==> config.mk <==
export PLATFORM = sky130hd
export DESIGN_NAME = relax_osc_freq_counter
export DESIGN_NICKNAME = d
export VERILOG_FILES = /design/src/rtl/relax_osc_freq_counter.sv
export SDC_FILE = /design/constraint.sdc
export NUM_CORES = 1
export LEC_CHECK = 0
export BUFFER_PORTS_ARGS = -buffer_cell sky130_fd_sc_hd__buf_2
export CAP_MARGIN = 10
export CELL_PAD_IN_SITES_DETAIL_PLACEMENT = 1
export CELL_PAD_IN_SITES_GLOBAL_PLACEMENT = 1
export CORE_ASPECT_RATIO = 1.25
export CORE_UTILIZATION = 41
export CTS_BUF_LIST = sky130_fd_sc_hd__clkbuf_16
export CTS_CLUSTER_DIAMETER = 100
export DETAILED_ROUTE_END_ITERATION = 16
export HOLD_SLACK_MARGIN = 0.15
export PLACE_DENSITY_LB_ADDON = 0.1
export SYNTH_ARGS = -nofsm -noshare
export SYNTH_HDL_FRONTEND = slang
export SYNTH_SLANG_ARGS = --single-unit
==> constraint.sdc <==
create_clock -name clk -period 2.02 [get_ports clk]
set_input_delay 0.606 -clock clk [delete_from_list [all_inputs] [get_ports clk]]
set_output_delay 0.606 -clock clk [all_outputs]
set_load 0.02 [all_outputs]
==> src/rtl/relax_osc_freq_counter.sv <==
// Counts synchronised rising edges of an asynchronous oscillator input over a fixed gate window.
// A new result is latched every GATE_CYCLES+2 clocks while enabled; there is no backpressure and valid pulses for one cycle.
module relax_osc_freq_counter #(
    parameter int GATE_CYCLES = 10000,
    parameter int CNT_W       = 16,
    parameter int SYNC_STAGES = 2
) (
    input  logic       clk,
    input  logic       rst_n,
    input  logic       ena,
    input  logic       osc_in,
    input  logic       byte_sel,
    output logic [7:0] count_out,
    output logic       valid,
    output logic       ovf,
    output logic       busy
);

    localparam logic [1:0] S_IDLE  = 2'd0;
    localparam logic [1:0] S_ARM   = 2'd1;
    localparam logic [1:0] S_COUNT = 2'd2;
    localparam logic [1:0] S_LATCH = 2'd3;

    localparam int               TMR_W    = $clog2(GATE_CYCLES);
    localparam logic [TMR_W-1:0] TMR_LAST = TMR_W'(GATE_CYCLES - 1);
    localparam logic [CNT_W-1:0] CNT_MAX  = '1;

    logic [SYNC_STAGES-1:0] sync_q, sync_d;
    logic                   prev_q, prev_d;
    logic                   edge_det;
    logic [1:0]             state_q, state_d;
    logic [TMR_W-1:0]       tmr_q, tmr_d;
    logic [CNT_W-1:0]       cnt_q, cnt_d;
    logic [CNT_W-1:0]       result_q, result_d;
    logic                   ovf_run_q, ovf_run_d;
    logic                   ovf_q, ovf_d;
    logic                   valid_q, valid_d;
    logic [7:0]             hi_byte;

    assign sync_d   = {sync_q[SYNC_STAGES-2:0], osc_in};
    assign prev_d   = sync_q[SYNC_STAGES-1];
    assign edge_det = sync_q[SYNC_STAGES-1] & ~prev_q;

    always_comb begin
        state_d   = state_q;
        tmr_d     = tmr_q;
        cnt_d     = cnt_q;
        ovf_run_d = ovf_run_q;
        result_d  = result_q;
        ovf_d     = ovf_q;
        valid_d   = 1'b0;
        case (state_q)
            S_IDLE: begin
                if (ena) begin
                    state_d = S_ARM;
                end
            end
            S_ARM: begin
                tmr_d     = '0;
                cnt_d     = '0;
                ovf_run_d = 1'b0;
                state_d   = S_COUNT;
            end
            S_COUNT: begin
                if (!ena) begin
                    state_d = S_IDLE;
                end else begin
                    if (edge_det) begin
                        if (cnt_q == CNT_MAX) begin
                            ovf_run_d = 1'b1;
                        end else begin
                            cnt_d = cnt_q + 1'b1;
                        end
                    end
                    // Final gate cycle: its edge is already folded into cnt_d, so the
                    // result is latched here and is visible together with valid.
                    if (tmr_q == TMR_LAST) begin
                        state_d  = S_LATCH;
                        result_d = cnt_d;
                        ovf_d    = ovf_run_d;
                        valid_d  = 1'b1;
                    end else begin
                        tmr_d = tmr_q + 1'b1;
                    end
                end
            end
            S_LATCH: begin
                state_d = ena ? S_ARM : S_IDLE;
            end
            default: begin
                state_d = S_IDLE;
            end
        endcase
    end

    always_ff @(posedge clk) begin
        if (!rst_n) begin
            sync_q    <= '0;
            prev_q    <= 1'b0;
            state_q   <= S_IDLE;
            tmr_q     <= '0;
            cnt_q     <= '0;
            ovf_run_q <= 1'b0;
            result_q  <= '0;
            ovf_q     <= 1'b0;
            valid_q   <= 1'b0;
        end else begin
            sync_q    <= sync_d;
            prev_q    <= prev_d;
            state_q   <= state_d;
            tmr_q     <= tmr_d;
            cnt_q     <= cnt_d;
            ovf_run_q <= ovf_run_d;
            result_q  <= result_d;
            ovf_q     <= ovf_d;
            valid_q   <= valid_d;
        end
    end

    always_comb begin
        hi_byte              = '0;
        hi_byte[CNT_W-9:0]   = result_q[CNT_W-1:8];
    end

    assign count_out = byte_sel ? hi_byte : result_q[7:0];
    assign valid     = valid_q;
    assign ovf       = ovf_q;
    assign busy      = (state_q != S_IDLE);

endmodule

Yosys cells after proc, flatten, opt, wreduce, memory -nomap -nowiden
Cells that the tools add are included.
- flip-flop bits (word level): 54
- bits of input ports: 5
- output and inout port bits: 11
- logic and storage cells: 48
- add/subtract/negate cells: 2
- equal/unequal tests: 9
- mux-type cells: 18
- bitwise gates (word level): 2
- reduce and logical (&&, ||, !) cells: 8
- operators with widths (kind ; number):
    $mux 16 ; 3
    $pmux 16 s2 ; 1
    $mux 14 ; 2
    $pmux 14 s2 ; 1
    $add 16x1->16 const B ; 1
    $eq 16x16->1 const B ; 1
    $add 14x1->14 const B ; 1
    $eq 14x14->1 const B ; 1
    $reduce_and 3->1 ; 3
    $mux 8 ; 1
    $pmux 2 s4 ; 1
    $mux 2 ; 3
    $ne 2x2->1 const B ; 3
    $mux 1 ; 5
    $eq 2x2->1 const B ; 2
    $reduce_and 2->1 ; 2
    $reduce_bool 2->1 ; 2
    $ne 3x3->1 const B ; 1
    $eq 2x1->1 const B ; 1
    $logic_not 2->1 ; 1
    $pmux 1 s2 ; 1
    $and 1x1->1 ; 1
    $not 1->1 ; 1

Longest topological paths before layout
Gate-level depths: netlist of the first run.
- depth after elaboration: 5
- depth in mapped cells: 8
- gate-level depth less buffers: 6

Worst setup path after synthesis of the first run
No wires, ideal clock.
- kind: input-to-output
- start: input port byte_sel
- end: output port count_out[0]
- arrival: 1.297 ns
- required time: 1.414 ns
- path slack: 0.117 ns
- stages: 2
- buffers on the path: 1
- cell sequence: clkbuf_1 -> mux2_2
- word-level cells in the longest chain between the ends: 1
- ends and longest elaborated chain (item ; line ; source):
    start, declared ; 12 ; input logic byte_sel,
    $mux 8 ; 125 ; assign count_out = byte_sel ? hi_byte : result_q[7:0];
    end, declared ; 13 ; output logic [7:0] count_out,
No other way between the ends.

Worst setup path after layout of the first run
- start: input port byte_sel
- end: output port count_out[7]
Same word-level chain as after synthesis.

==> results.cfg, run 1 <==
[timing]
report.final.setup_viol = 0
period_minus_slack_ns = 1.914
drv_slew = 0
hold_viol_final = 0
fmax_mhz = 522.5
worst_pin_slew_ns = 0.5628
fin_ws_ns = 0.1060
period_share = 0.9475
timing.hold.ws_ns = 0.4383
slew_headroom = 0.6240
fin_worst_skew_ns = 0.007722

[cts]
path_clk_slew_ns = 0.07
clock_latency_ns = 0.29
cts_tree = yes
post_cts_buffers = 0
clockBufferDepth = 2
h-tree-depth = 2
cts_root_buffer = clkbuf_16
cts_buffers = 5
clock-sinks = 54

[placed_design]
io_buffers = 15
dp_hpwl_um = 5707
place_worst_setup_slack_ns = 0.03714
gp_congestion = 0.8614

[grt]
grt_usage = 0.2351
grt_antenna_before_repair = 0
grt_pass1_wl_um = 12560
grt_max_degree = 30
grt_overflow = 0
grt_pass1_vias = 2582

[die]
num_rows = 33
ios = 16
die-area_um2 = 7035
start_util = 0.4212
die_h_um = 93.53
fp.dieW_um = 75.22
core_area_um2 = 6524

[final_layout]
synthToLayoutAreaGrowth_pct = 19.44
fin_nets = 367
drive_above_1_share = 0.2133
diodes = 0

[worst_setup_path]
cp_max_fo = 8
crit_path_start_kind = input port
crit_buf_inv = 2
slowest_stage = mux2_2
critical_path_required_ns = 1.41
reg2reg_depth = 7
criticalPathCategory = in2out
cpMostUsedCell = buf_2
end_kind = output port
crit_chain = buf_2 -> mux2_2 -> buf_2
worstPathArrival_ns = 1.31
slowest_delay_ns = 0.35
cp_top_family = buffers and inverters
cp_num_cells = 3

[synthesis]
yosys.cell_count.top_type = dfxtp_1
syn-instance-count = 327
ys.flop_type = dfxtp_1
synthMuxAreaShare = 0.04007
synth_area_leaders = dfxtp_1 (39%), nor2_1 (5.5%), a21oi_1 (4.7%), o21ai_0 (4.2%), mux2_2 (3.3%)
ys_async_sr_fraction = 0
synthAdderAreaFrac = 0.009107
synth_top_family_by_area = simple AND/OR/NAND/NOR gates
yosys-top-cells-count = dfxtp_1 (54), nor2_1 (40), a21oi_1 (26)
synthSimpleGateAreaFrac = 0.2732
synth_fp_nets = 334
synth_cell_types = 53
syn_area_per_cell_um2 = 8.403
synth_enable_flop_cells = 0
synth_top_area_cell = dfxtp_1
ys_seq_area_frac = 0.3934
ys_ff_latch = 54
synth_top_area_frac = 0.3934
synth_compound_area_frac = 0.1935
yosys_warnings = 0
synth_area_um2 = 2748
synth_xor_area_frac = 0.05419

[route]
routedWlPerCell_um = 17.18
dr.pass1.iters = 4
antenna_left = 0
drc = 0
vias = 2565
drt-total-wl_um = 7696
drt_iter0_drc = 90
viasPerCell = 5.725

[power]
p_switching_uw = 465.5
p_int_uw = 1560
p_leak_uw = 0.001209
ir_drop_mv = 0.4358
clkPwrFrac = 0.416
p_comb_frac = 0.054
seq_power_share = 0.530
sw_frac_of_total = 0.2299
p_per_area_nw_per_um2 = 617.1

[hold_path]
hold_depth = 1
hold_class = reg2reg

[status]
run_status = completed

[flow_run]
maxCapViolCount = 0
[metal layers]
layer	global-route usage	share of wire
met5	0	0
met4	0.06327	0.016
met3	0.04418	0.028
met2	0.4542	0.55
met1	0.2512	0.41
[final timing paths]
| path | endpoint | slack [ns] | start |
|---|---|---|---|
| worst max-delay path | count_out[7] | 0.11 | byte_sel |
| worst min-delay path | sync_q[1]$_SDFF_PN0_ | 0.44 | sync_q[0]$_SDFF_PN0_ |
| worst max register to register | tmr_q[9]$_SDFFE_PN0P_ | 0.12 | tmr_q[0]$_SDFFE_PN0P_ |
| worst min register to register | sync_q[1]$_SDFF_PN0_ | 0.44 | sync_q[0]$_SDFF_PN0_ |
[flip-flops by register name (all words and copies together), names as in the netlist]
signal and cells:
cnt_q 16, result_q 16, tmr_q 14, state_q 2, sync_q 2, ovf 1
ovf_run_q 1, prev_q 1, valid 1
[cell usage in the layout, fill, tap and decap left out, drive strengths merged, types with 2 or more instances in the layout]
cell	n
nor2	41
nor2b	3
o21ai	23
clkinv	2
and2	5
a311oi	2
a32oi	2
or4	2
xnor2	7
a211oi	9
mux2	8
nand2b	2
nand3	12
a41oi	2
or3	2
ha	2
o22ai	2
o211ai	2
dfxtp	54
and3	13
mux2i	2
or2	3
nand4b	2
o2111ai	3
nand3b	4
and4	5
inv	4
nand4	9
a31oi	7
a21oi	26
xor2	10
nand2	19
nor4b	2
nor3	7
clkbuf	5
buf	45
[worst reg2reg max path: cells and delay by family (launching register included)]
family / cells / cell delay, ns
AO/OA/AOI/OAI: 2 / 0.66
XOR/XNOR: 1 / 0.17
adder cells (fa/ha/maj): 1 / 0.21
buffers and inverters: 1 / 0.17
flip-flops: 1 / 0.38
AND/OR/NAND/NOR: 2 / 0.20
[cell type report]
class,count,area (um2)
clock inverter,3,16.27
fill,805,3242
tap,87,108.9
sequential,54,1081
inverter,4,15.01
multi-input combinational,250,1623
timing repair buffer,45,312.8
clock buffer,5,125.1
[stage by stage]
step	instances	utilization	cell area, um2	power [uW]	setup TNS, ns
6_report	448	0.5031	3282	2025	0
5_1_grt	448	0.5031	3282	2099	-0.02122
4_1_cts	448	0.4954	3232	2051	0
3_5_place_dp	440	0.4737	3090	1208	0
3_3_place_gp	440	0.4737	3090	1207	0
2_1_floorplan	327	-	2748	1160	0
[power by group through the flow]
stage          Clock [uW]  Sequential (uW)  Combinational (uW)
2_1_floorplan           0             1100                62.7
5_1_grt               905             1070                 119
3_5_place_dp            0             1100                 109
6_report              842             1070                 109
3_3_place_gp            0             1100                 108
4_1_cts               868             1070                 109
[timing repair]
| item | 4_1_cts | 5_1_grt |
|---|---|---|
| hold buffers | 0 | 0 |
| setup endpoints to repair | 0 | 12 |
| resized for setup | 0 | 8 |
[logic make-up after synthesis]
kind of cell	after synthesis
AOI/OAI and AO/OA	85
xor gates and xnor gates	17
adders and majority gates	2
buffers and inverters	23
DFF	54
muxes	10
and+or+nand+nor	136
(Power assumes the default switching activity.)
==> run 2: changes to the inputs <==
Settings changed: CELL_PAD_IN_SITES_DETAIL_PLACEMENT 1 to unset, CELL_PAD_IN_SITES_GLOBAL_PLACEMENT 1 to unset, CORE_UTILIZATION 41 to 54, PLACE_DENSITY set to 0.75, PLACE_DENSITY_LB_ADDON 0.1 to unset, RECOVER_POWER set to 100.
==> results.cfg, run 2 (synthesis gave the netlist of run 1 again) <==
[worst_setup_path]
critical_path_required_ns = 2.19
rrSetupSlack_ns = 0.06
reg2reg_depth = 7
crit_chain = or4_4 -> buf_4 -> o41ai_1 -> buf_4 -> nor2_1 -> o21ai_0 -> a21oi_1
crit_buf_inv = 2
worstPathArrival_ns = 2.13
cp_num_cells = 7
end_kind = flop
cp_top_family = compound AO/OA/AOI/OAI gates
slowest_stage = or4_4
crit_path_start_kind = flop
cpMostUsedCell = buf_4
cp_max_fo = 5
slowest_delay_ns = 0.53
criticalPathCategory = reg2reg

[placed_design]
io_buffers = 15
dp_hpwl_um = 4697
gp_congestion = 0.8849
post_dp_cell_area_um2 = 3034
dp_cells = 410

[final_layout]
drive_above_1_share = 0.1704
fin_nets = 364
top_regs = cnt_q: 16 flops, result_q: 16 flops, tmr_q: 14 flops
diodes = 0
synthToLayoutAreaGrowth_pct = 15.30
final_cell_mix = dfxtp_1 (53), nor2_1 (40), a21oi_1 (26), o21ai_0 (23)
layout_commonest_cell = dfxtp_1
design_area_um2 = 3168
final_cells = 418

[grt]
grt_max_degree = 30
grt_pass1_wl_um = 10650
grt_usage = 0.2620
grt_pass1_vias = 2283
grt_antenna_before_repair = 0
grt_overflow = 0

[die]
fp.dieW_um = 65.80
ios = 16
die_h_um = 81.75
start_util = 0.5725
die-area_um2 = 5379
num_rows = 28
core_area_um2 = 4800

[timing]
fmax_mhz = 510.4
period_share = 0.9698
period_minus_slack_ns = 1.959
report.final.setup_viol = 0
rsz0062_at_grt = yes
fin_worst_skew_ns = 0.006621
slew_headroom = 0.6050
tns_ns = 0
hold_viol_final = 0
worst_pin_slew_ns = 0.5925
timing.hold.ws_ns = 0.4551
drv_slew = 0

[route]
vias = 2530
routedWlPerCell_um = 15.73
dr.pass1.iters = 4
antenna_left = 0
drt_iter0_drc = 162
drc = 0
viasPerCell = 6.053
drt-total-wl_um = 6575

[cts]
clockBufferDepth = 2
clock_latency_ns = 0.29
hold_buffers = 0
cts_buffers = 5
path_clk_slew_ns = 0.07
h-tree-depth = 2
cts_tree = yes
clock-sinks = 54
cts_root_buffer = clkbuf_16

[flow_run]
maxCapViolCount = 0

[hold_path]
hold_depth = 1
hold_class = reg2reg

[power]
ir_drop_mv = 0.5357
totalPowerFinal_uw = 1998
p_per_area_nw_per_um2 = 630.8
p_leak_uw = 0.001158

[status]
run_status = completed
## run 2: cell types whose count changed in the layout (fill, tap and decap cells not counted), moves of 2 or more
cell | before | now
clkbuf_2 | 0 | 10
clkbuf_1 | 0 | 8
buf_2 | 15 | 3
buf_4 | 29 | 19
o2111ai_1 | 1 | 3
o2111ai_2 | 2 | 0
## run 2: final cells by class
cell class                      count  area (um2)
Fill cell                         411        1632
Multi-Input combinational cell    250        1585
Sequential cell                    54        1082
Timing Repair Buffer               42       269.0
Clock buffer                        5       125.1
Tap cell                           60       75.07
Clock inverter                      3       16.27
Inverter                            4       15.01
## run 2: through the flow
| step | utilization | setup WS (ns) |
|---|---|---|
| 2_1_floorplan | - | 0.1166 |
| 3_3_place_gp | 0.6322 | 0.03780 |
| 3_5_place_dp | 0.6322 | 0.03409 |
| 4_1_cts | 0.6616 | 0.01011 |
| 5_1_grt | 0.6601 | -0.02637 |
| 6_report | 0.6601 | 0.06093 |
## run 2: timing repair
action                                  4_1_cts  5_1_grt
gates resized for setup                       0        7
endpoints found under the setup margin        0       17
buffers inserted                              0        0
## run 2: worst paths after layout
check,to,startpoint
worst max register to register,tmr_q[6]$_SDFFE_PN0P_,tmr_q[12]$_SDFFE_PN0P_
worst min register to register,sync_q[1]$_SDFF_PN0_,sync_q[0]$_SDFF_PN0_
worst min-delay path,sync_q[1]$_SDFF_PN0_,sync_q[0]$_SDFF_PN0_
worst max-delay path,tmr_q[6]$_SDFFE_PN0P_,tmr_q[12]$_SDFFE_PN0P_
## run 2: metal layers
metal  up-vias  routed length, um  global-route usage
met5         -                  0                   0
met4         0                152              0.1217
met3        17                351             0.05278
met2        83               3299              0.4510
met1      1172               2772              0.3091
li1       1258                  -                   -
## run 2: report_power, final
group          leakage, uW  internal [uW]  switching (uW)
Sequential        0.000436           1070            4.80
Combinational     0.000653           31.2            67.4
Clock            0.0000689            453             372
Total              0.00116           1550             444
==> run 3: changes to the inputs <==
Settings changed: CORE_UTILIZATION 54 to 57, PLACE_DENSITY 0.75 to 0.71.
Clock period 2.02 ns to 2.5 ns, I/O delays scaled along.
==> results.cfg, run 3 (synthesis gave the netlist of run 1 again) <==
[final_layout]
top_regs = cnt_q: 16 flops, result_q: 16 flops, tmr_q: 14 flops
synthToLayoutAreaGrowth_pct = 8.106
diodes = 0
final_cell_mix = dfxtp_1 (54), nor2_1 (40), a21oi_1 (26), o21ai_0 (23), nand2_1 (19)
fillers = 405
fin_nets = 347
drive_above_1_share = 0.08824
layout_commonest_cell = dfxtp_1

[route]
dr.pass1.iters = 4
viasPerCell = 6.123
drc = 0
drt_iter0_drc = 153
antenna_left = 0
drt-total-wl_um = 6172
vias = 2437
routedWlPerCell_um = 15.51

[worst_setup_path]
crit_path_start_kind = flop
critical_path_required_ns = 2.67
reg2reg_depth = 5
end_kind = flop
critPathCapture = result_q[15]$_SDFFE_PN0P_
cp_max_fo = 29
criticalPathCategory = reg2reg
timing.rr.start = tmr_q[4]$_SDFFE_PN0P_
worstPathArrival_ns = 2.40
critPathLaunch = tmr_q[4]$_SDFFE_PN0P_
rrSetupSlack_ns = 0.27
worst_r2r_endpoint = result_q[15]$_SDFFE_PN0P_

[flow_run]
maxCapViolCount = 0

[grt]
grt_usage = 0.2629
grt_antenna_before_repair = 0
grt_pass1_vias = 2191
grt_max_degree = 30
grt_overflow = 0
grt_pass1_wl_um = 10290

[die]
die-area_um2 = 5104
num_rows = 27
ios = 16
fp.dieW_um = 64.10
start_util = 0.6070
core_area_um2 = 4527
die_h_um = 79.63

[timing]
period_minus_slack_ns = 2.234
tns_ns = 0
report.final.setup_viol = 0
rsz0062_at_grt = no
period_share = 0.8936
fin_ws_ns = 0.2660
fmax_mhz = 447.6
fin_worst_skew_ns = 0.004428
drv_slew = 0
worst_pin_slew_ns = 0.6133
slew_headroom = 0.5857
hold_viol_final = 0

[status]
run_status = completed

[power]
p_per_area_nw_per_um2 = 533.2
ir_drop_mv = 0.3996
totalPowerFinal_uw = 1584
p_leak_uw = 0.001042

[cts]
hold_buffers = 0
post_cts_buffers = 0
cts_tree = yes
cts_buffers = 5
cts-resized-gates = 0
clock_latency_ns = 0.29
clockBufferDepth = 2
cts_root_buffer = clkbuf_16
clock-sinks = 54
path_clk_slew_ns = 0.06
h-tree-depth = 2

[hold_path]
hold_class = reg2reg

[placed_design]
io_buffers = 15
gp_congestion = 0.8901
dp_hpwl_um = 4515
place_worst_setup_slack_ns = 0.2851
run 3: cell types whose count changed in the layout (fill, tap and decap cells not counted), sizes merged:
| cell | before | now |
|---|---|---|
| clkbuf | 23 | 20 |
| inv | 4 | 6 |
| clkinv | 3 | 0 |
| buf | 24 | 10 |
run 3: worst min path at each step:
stage,cells after the start,start,to
after CTS,1,sync_q[0]$_SDFF_PN0_,sync_q[1]$_SDFF_PN0_
after global routing,1,sync_q[0]$_SDFF_PN0_,sync_q[1]$_SDFF_PN0_
final,1,sync_q[0]$_SDFF_PN0_,sync_q[1]$_SDFF_PN0_
after floorplan,1,sync_q[0]$_SDFF_PN0_,sync_q[1]$_SDFF_PN0_
after detailed placement,1,sync_q[0]$_SDFF_PN0_,sync_q[1]$_SDFF_PN0_
after global placement,1,sync_q[0]$_SDFF_PN0_,sync_q[1]$_SDFF_PN0_
run 3: power by group:
part / switching [uW] / internal [uW]
logic: 51.3 / 24.4
registers: 3.91 / 865
clock network: 281 / 358
run 3: metal layers:
layer,GRT usage,up-vias,wire (um)
li1,-,1239,-
met1,0.3087,1126,2719
met2,0.4734,57,3068
met3,0.04571,15,234
met4,0.09778,0,149
met5,0,-,0
run 3: cell type report:
cell class                      count  area (um2)  share of cell area
Tap cell                           58       72.57             0.02443
Inverter                            4       15.01            0.005055
Sequential cell                    54        1081              0.3639
Timing Repair Buffer               25       122.6             0.04128
Clock buffer                        5       125.1             0.04212
Multi-Input combinational cell    250        1546              0.5206
Clock inverter                      2       7.507            0.002527
run 3: worst max-delay path, cell delays in order, from the launching register on:
cell,delay [ns]
dfxtp_1,0.35
or4_1,0.58
nor4b_1,0.32
clkbuf_2,0.50
and2_1,0.28
a21oi_1,0.09
run 3: per-stage QoR:
step / std cells / hold slack [ns] / utilization / instance area (um2)
2_1_floorplan: 327 / 0.4119 / - / 2748
5_1_grt: 398 / 0.4624 / 0.6562 / 2970
3_3_place_gp: 391 / 0.4416 / 0.6415 / 2904
4_1_cts: 398 / 0.4538 / 0.6708 / 3037
6_report: 398 / 0.4509 / 0.6562 / 2970
3_5_place_dp: 391 / 0.4356 / 0.6415 / 2904
